## src/rtl/uart_pkg.sv

```systemverilog
// Shared UART definitions: FSM state encodings and parity helper, reused by the transmitter and receiver.
package uart_pkg;

  localparam logic [2:0] ST_IDLE   = 3'd0;
  localparam logic [2:0] ST_SYNC   = 3'd1;
  localparam logic [2:0] ST_START  = 3'd2;
  localparam logic [2:0] ST_DATA   = 3'd3;
  localparam logic [2:0] ST_PARITY = 3'd4;
  localparam logic [2:0] ST_STOP   = 3'd5;

  localparam int MAX_DATA_BITS = 8;

  typedef enum logic [2:0] {
    S_IDLE   = ST_IDLE,
    S_SYNC   = ST_SYNC,
    S_START  = ST_START,
    S_DATA   = ST_DATA,
    S_PARITY = ST_PARITY,
    S_STOP   = ST_STOP
  } uart_state_e;

  // Zero-extended payloads are safe here: padding zeros do not change the XOR.
  function automatic logic parity_bit(input logic [MAX_DATA_BITS-1:0] data, input logic odd);
    return (^data) ^ odd;
  endfunction

endpackage

```

## src/rtl/uart_tx.sv

```systemverilog
// UART transmitter: frames a latched payload as start, data (LSB first), optional parity and stop bits,
// advancing one bit per baud_tick from the shared baud tick generator.
module uart_tx
  import uart_pkg::*;
#(
  parameter int DATA_BITS = 8,
  parameter int STOP_BITS = 1
) (
  input  logic                 clk,
  input  logic                 rst,
  input  logic                 baud_tick,
  input  logic                 tx_start,
  input  logic [DATA_BITS-1:0] tx_data,
  input  logic                 parity_en,
  input  logic                 parity_odd,
  output logic                 tx,
  output logic                 tx_busy,
  output logic                 tx_done
);

  localparam int                CNT_W     = $clog2(DATA_BITS);
  localparam logic [CNT_W-1:0]  BIT_LAST  = CNT_W'(DATA_BITS - 1);
  localparam logic              STOP_LAST = 1'(STOP_BITS - 1);

  uart_state_e          state_q, state_d;
  logic [CNT_W-1:0]     bit_cnt_q, bit_cnt_d;
  logic                 stop_cnt_q, stop_cnt_d;
  logic [DATA_BITS-1:0] shift_q, shift_d;
  logic                 par_en_q, par_en_d;
  logic                 par_bit_q, par_bit_d;
  logic                 tx_q, tx_d;
  logic                 busy_q, busy_d;
  logic                 done_q, done_d;

  // NOTE: every output of this block gets a default first, so no path can leave one unassigned and infer a latch.
  always_comb begin
    state_d    = state_q;
    bit_cnt_d  = bit_cnt_q;
    stop_cnt_d = stop_cnt_q;
    shift_d    = shift_q;
    par_en_d   = par_en_q;
    par_bit_d  = par_bit_q;
    tx_d       = tx_q;
    busy_d     = busy_q;
    done_d     = 1'b0;

    unique case (state_q)
      S_IDLE: begin
        if (tx_start) begin
          shift_d   = tx_data;
          par_en_d  = parity_en;
          par_bit_d = parity_bit(MAX_DATA_BITS'(tx_data), parity_odd);
          busy_d    = 1'b1;
          state_d   = S_SYNC;
        end
      end
      // Waiting for a tick before the start bit keeps the start bit a full baud period long.
      S_SYNC: begin
        if (baud_tick) begin
          tx_d    = 1'b0;
          state_d = S_START;
        end
      end
      S_START: begin
        if (baud_tick) begin
          tx_d      = shift_q[0];
          shift_d   = shift_q >> 1;
          bit_cnt_d = '0;
          state_d   = S_DATA;
        end
      end
      S_DATA: begin
        if (baud_tick) begin
          if (bit_cnt_q == BIT_LAST) begin
            if (par_en_q) begin
              tx_d    = par_bit_q;
              state_d = S_PARITY;
            end else begin
              tx_d       = 1'b1;
              stop_cnt_d = 1'b0;
              state_d    = S_STOP;
            end
          end else begin
            tx_d      = shift_q[0];
            shift_d   = shift_q >> 1;
            bit_cnt_d = bit_cnt_q + 1'b1;
          end
        end
      end
      S_PARITY: begin
        if (baud_tick) begin
          tx_d       = 1'b1;
          stop_cnt_d = 1'b0;
          state_d    = S_STOP;
        end
      end
      S_STOP: begin
        if (baud_tick) begin
          if (stop_cnt_q == STOP_LAST) begin
            done_d  = 1'b1;
            busy_d  = 1'b0;
            state_d = S_IDLE;
          end else begin
            stop_cnt_d = 1'b1;
          end
        end
      end
      default: begin
        tx_d    = 1'b1;
        busy_d  = 1'b0;
        state_d = S_IDLE;
      end
    endcase
  end

  // NOTE: state registers use non-blocking assignments so every flop samples pre-edge values.
  always_ff @(posedge clk) begin
    if (rst) begin
      state_q    <= S_IDLE;
      bit_cnt_q  <= '0;
      stop_cnt_q <= 1'b0;
      shift_q    <= '0;
      par_en_q   <= 1'b0;
      par_bit_q  <= 1'b0;
      tx_q       <= 1'b1;
      busy_q     <= 1'b0;
      done_q     <= 1'b0;
    end else begin
      state_q    <= state_d;
      bit_cnt_q  <= bit_cnt_d;
      stop_cnt_q <= stop_cnt_d;
      shift_q    <= shift_d;
      par_en_q   <= par_en_d;
      par_bit_q  <= par_bit_d;
      tx_q       <= tx_d;
      busy_q     <= busy_d;
      done_q     <= done_d;
    end
  end

  assign tx      = tx_q;
  assign tx_busy = busy_q;
  assign tx_done = done_q;

endmodule

```

## config.mk

```make
export PLATFORM = sky130hd
export DESIGN_NAME = uart_tx
export DESIGN_NICKNAME = d
export VERILOG_FILES = /design/src/rtl/uart_pkg.sv /design/src/rtl/uart_tx.sv
export SDC_FILE = /design/constraint.sdc
export NUM_CORES = 1
export LEC_CHECK = 0
export CORE_MARGIN = 10
export CORE_UTILIZATION = 52
export DETAILED_ROUTE_END_ITERATION = 12
export PLACE_DENSITY_LB_ADDON = 0.1
export SLEW_MARGIN = 0
export SYNTH_ARGS = -nofsm -noshare
export SYNTH_HDL_FRONTEND = slang
export SYNTH_SLANG_ARGS = --single-unit
```

## constraint.sdc

```tcl
create_clock -name clk -period 2.1 [get_ports clk]
set_input_delay 0.42 -clock clk [delete_from_list [all_inputs] [get_ports clk]]
set_output_delay 0.42 -clock clk [all_outputs]
set_load 0.02 [all_outputs]
```

Yosys cells after proc, flatten, opt, wreduce, memory -nomap -nowiden
Cells that the tools add are included.
{"block": "totals", "reg_bits": 20, "inputBits": 14, "output_inout_bits": 3, "elab_cells": 83}
{"block": "classes", "n_addsub": 1, "eq_ne": 16, "mux": 37, "bitwise": 5, "reduce_logical": 15}
{"cell": "$mux 3", "n": 11}
{"cell": "$mux 8", "n": 4}
{"cell": "$pmux 8 s3", "n": 1}
{"cell": "$ne 2x2->1 const B", "n": 10}
{"cell": "$pmux 3 s6", "n": 1}
{"cell": "$mux 1", "n": 16}
{"cell": "$reduce_and 5->1", "n": 2}
{"cell": "$eq 3x3->1 const B", "n": 3}
{"cell": "$reduce_and 4->1", "n": 2}
{"cell": "$reduce_and 8->1", "n": 1}
{"cell": "$reduce_xor 8->1", "n": 1}
{"cell": "$eq 3x2->1 const B", "n": 2}
{"cell": "$pmux 1 s3", "n": 2}
{"cell": "$pmux 3 s2", "n": 1}
{"cell": "$reduce_and 6->1", "n": 1}
{"cell": "$reduce_bool 3->1", "n": 2}
{"cell": "$pmux 1 s5", "n": 1}
{"cell": "$not 1->1", "n": 4}
{"cell": "$reduce_or 4->1", "n": 1}
{"cell": "$add 3x1->3 const B", "n": 1}
{"cell": "$eq 3x1->1 const B", "n": 1}
{"cell": "$logic_not 3->1", "n": 1}
{"cell": "$reduce_or 3->1", "n": 1}
{"cell": "$reduce_and 2->1", "n": 1}
{"cell": "other kinds (3)", "n": 3}

Longest topological paths before layout
{"block": "depth", "word_depth": 4, "ltp_mapped": 7, "depth_no_buf": 6}

Worst setup path after synthesis
No wires, ideal clock.
{"block": "synth_timing", "kind": "flip-flop to flip-flop", "from": "reg bit_cnt_q[0]", "to": "reg shift_q[0]", "t_arrival_ns": 1.447, "setup_slack_ns": 0.564, "path_stages_with_launch": 8, "cell_sequence": "dfxtp_1 ha_1 ha_1 a21boi_2 a21o_1 buf_6 a21oi_2 a311oi_2"}
{"block": "synth_via", "elab_chain_cells": 3}
{"element": "start, declared", "line_no": "uart_tx.sv:26", "rtl": "logic [CNT_W-1:0] bit_cnt_q, bit_cnt_d;"}
{"element": "start signal, assigned", "line_no": "uart_tx.sv:130", "rtl": "bit_cnt_q <= bit_cnt_d;"}
{"element": "$eq 3x3->1", "line_no": "uart_tx.sv:74", "rtl": "if (bit_cnt_q == BIT_LAST) begin"}
{"element": "$ne 2x2->1 (no source line)"}
{"element": "$reduce_and 5->1 (no source line)"}
{"element": "end signal, assigned", "line_no": "uart_tx.sv:132", "rtl": "shift_q <= shift_d;"}
{"element": "end, declared", "line_no": "uart_tx.sv:28", "rtl": "logic [DATA_BITS-1:0] shift_q, shift_d;"}
No other way between the ends.
A chain may end at the register's enable or synchronous reset.

Final worst setup path
Ends and elaborated chain as after synthesis.

==> impl_metrics.env <==
export IMPL_stdcell_area_mm2=0.00132
export IMPL_worstPathRequired_ps=2320
export IMPL_first_global_vias=966
export IMPL_syn_inst=123
export IMPL_reg2reg_depth=6
export IMPL_report_final_slew_viol_count=0
export IMPL_met2_usage=0.190
export IMPL_routed_via_density=5.83
export IMPL_vias=980
export IMPL_dieArea_mm2=0.00438
export IMPL_crit_chain="ha_1 -> ha_1 -> a21boi_2 -> a21o_1 -> a21oi_2 -> a311oi_2"
export IMPL_hold_start="shift_q[2]$_SDFFE_PP0P_"
export IMPL_io_buffers=16
export IMPL_drv_cap=0
export IMPL_use_met3=0.0305
export IMPL_hold_buffers=0
export IMPL_antenna_found_initial=0
export IMPL_dr_pass1_iters=4
export IMPL_cpMaxStageDelayCell="dfxtp_1"
export IMPL_avgSynthCellArea_um2=9.01
export IMPL_hold_viol=0
export IMPL_grt_max_degree=16
export IMPL_synth_top_cell_by_area="dfxtp_1"
export IMPL_setup_viol=0
export IMPL_grt_overflow_total=0
export IMPL_htree_levels=1
export IMPL_final_cell_mix="dfxtp_1, clkdlybuf4s50_1, a21oi_1"
export IMPL_period_share=0.846
export IMPL_busiest_layer="met2"
export IMPL_final_common_cell="dfxtp_1"
export IMPL_grt_pass1_wl_mm=4.29
export IMPL_cts_tree="yes"
export IMPL_clock_latency_ps=300
export IMPL_regToRegSetupSlack_ps=320
export IMPL_worst_setup_path_start_kind="flop"
export IMPL_power_density_mw_per_mm2=737
export IMPL_cts_buffers=3
export IMPL_wl_mm=2.41
export IMPL_syn_num_nets=139
export IMPL_grt_util_all_layers=0.120
export IMPL_nNetsFinal=158
export IMPL_coreArea_mm2=0.00200
export IMPL_yosysTopAreaCellShare=0.343
export IMPL_boundaryPins=17
export IMPL_path_class="flop to flop"
export IMPL_slew_headroom=0.687
export IMPL_rr_endpoint="shift_q[0]$_SDFFE_PP0P_"
export IMPL_start_util=0.554
export IMPL_critPathLaunch="bit_cnt_q[0]$_SDFFE_PP0P_"
export IMPL_irDropWorstVdd_mv=0.474
export IMPL_num_rows=16
export IMPL_async_reset_ff_frac=0
export IMPL_rsz0062_at_grt="no"
export IMPL_ys_types=46
export IMPL_post_dp_cell_area_mm2=0.00129
export IMPL_slowest_delay_ps=340
export IMPL_grtUsageMet1=0.146
export IMPL_root_buffer="clkbuf_4"
export IMPL_num_antenna_cells=0
export IMPL_synth_edf_count=0
export IMPL_ant_nets=0
export IMPL_crit_path_frequent_cell="ha_1"
export IMPL_hp_class="flop to flop"
export IMPL_n_fill_cell=174
export IMPL_syn_area_mm2=0.00111
export IMPL_clk_pin_slew_worst_paths_ps=110
export IMPL_synth_seq_area_share=0.343
export IMPL_cts_max_path_buffers=2
export IMPL_ys_flop_type="dfxtp_1"
export IMPL_drc=0
export IMPL_yosys_top_cells_area="dfxtp_1, mux2_1, a21oi_1"
export IMPL_first_iter_violations=26
export IMPL_fmax_mhz=563
export IMPL_area_delta_synth_final_pct=18.7
export IMPL_fin_tns_setup_ps=0
export IMPL_reg2reg_from="bit_cnt_q[0]$_SDFFE_PP0P_"
export IMPL_crit_end="shift_q[0]$_SDFFE_PP0P_"
export IMPL_drive_gt1_frac=0.128
export IMPL_worst_slew_pin_slew_ps=469
export IMPL_hpwl_mm=1.91
export IMPL_cts_repair_resized=0
export IMPL_p_leak_uw=0.000502
export IMPL_skew_ps=5.99
export IMPL_die_x_um=66.2
export IMPL_cp_max_fo=9
export IMPL_period_minus_slack_ps=1780
export IMPL_yosys_warnings=0
export IMPL_fp_dieH_um=66.2
export IMPL_post_cts_buffers=0
export IMPL_clock_sink_count=19
export IMPL_status="finished clean"
export IMPL_wl_per_cell_um=14.4
export IMPL_cp_data_arrival_time_ps=2000
export IMPL_timing_critical_path_to_type="flop"
export IMPL_gp_congestion=0.823
export IMPL_ys_seq_elements=19
## state kept, by name, summed over array words and instances (netlist names)
register   count
shift_q        8
bit_cnt_q      3
state_q        3
par_bit_q      1
par_en_q       1
tx             1
tx_busy        1
tx_done        1
## worst min path at each step
| stage | to | cells after the start |
|---|---|---|
| after floorplan | shift_q[2]$_SDFFE_PP0P_ | 2 |
| after global placement | shift_q[3]$_SDFFE_PP0P_ | 2 |
| after detailed placement | tx_busy$_SDFFE_PP0P_ | 2 |
| after CTS | shift_q[3]$_SDFFE_PP0P_ | 2 |
| after global routing | tx_busy$_SDFFE_PP0P_ | 2 |
| final | shift_q[2]$_SDFFE_PP0P_ | 2 |
## power breakdown
group | leakage (uW) | switching [uW] | total [uW] | internal (uW)
clock | 0.0000177 | 114 | 185 | 70.9
sequential | 0.000156 | 52.9 | 460 | 407
combinational | 0.000328 | 156 | 326 | 170
total | 0.000502 | 323 | 971 | 647
## synth_stat cells (2+ instances only)
cell / n
nor2_1: 6
a22oi_1: 2
mux2i_1: 2
mux2_1: 6
a21oi_1: 11
a311oi_1: 3
dfxtp_1: 19
xor2_1: 2
inv_1: 2
o21a_1: 2
xnor2_1: 3
ha_1: 2
and2_1: 2
o21ai_0: 8
buf_6: 2
a21o_1: 2
nand2b_1: 5
nor3_1: 2
clkbuf_1: 2
and2b_1: 2
nand3_1: 7
buf_4: 2
nand2_1: 6
## worst max-delay path, delay by kind of cell (launching register included)
| family | cells | cell delay (ps) |
|---|---|---|
| AOI/OAI and AO/OA | 4 | 910 |
| adders and majority gates | 2 | 450 |
| DFF | 1 | 340 |
## final cells by class
type	instances	area [um^2]	share of cell area
clock buffers	3	22.5	0.0171
well taps	27	33.8	0.0257
inverters	2	7.51	0.00570
repair buffers	22	205	0.156
multi-input cells	94	662	0.503
flip-flops and latches	19	380	0.289
clock inverters	1	5.00	0.00380
## per-layer routing
layer	share of wire	up-vias	wire length (um)
met5	0	-	0
met4	0.020	0	48
met3	0.041	6	100
met2	0.47	14	1140
met1	0.47	476	1130
li1	-	484	-
## per-stage QoR
stage / std cells / power (uW) / utilization / hold slack, ps / worst slack, ps
finish: 168 / 971 / 0.658 / 483 / 323
global route: 168 / 1040 / 0.658 / 505 / 231
CTS: 168 / 983 / 0.658 / 487 / 309
detailed placement: 164 / 794 / 0.644 / 466 / 122
global placement: 164 / 786 / 0.644 / 459 / 172
floorplan: 123 / 712 / - / 445 / 564
## kinds of logic (layout without fill, tap and decap cells)
logic type,after synthesis,in the layout,synth area share
fa+ha+maj,2,2,0.0226
buf+inv,10,28,0.0598
mux,8,8,0.0790
xor+xnor,6,6,0.0598
simple gates,39,39,0.198
flops,19,19,0.343
compound gates,39,39,0.238
(Power assumes the default switching activity.)
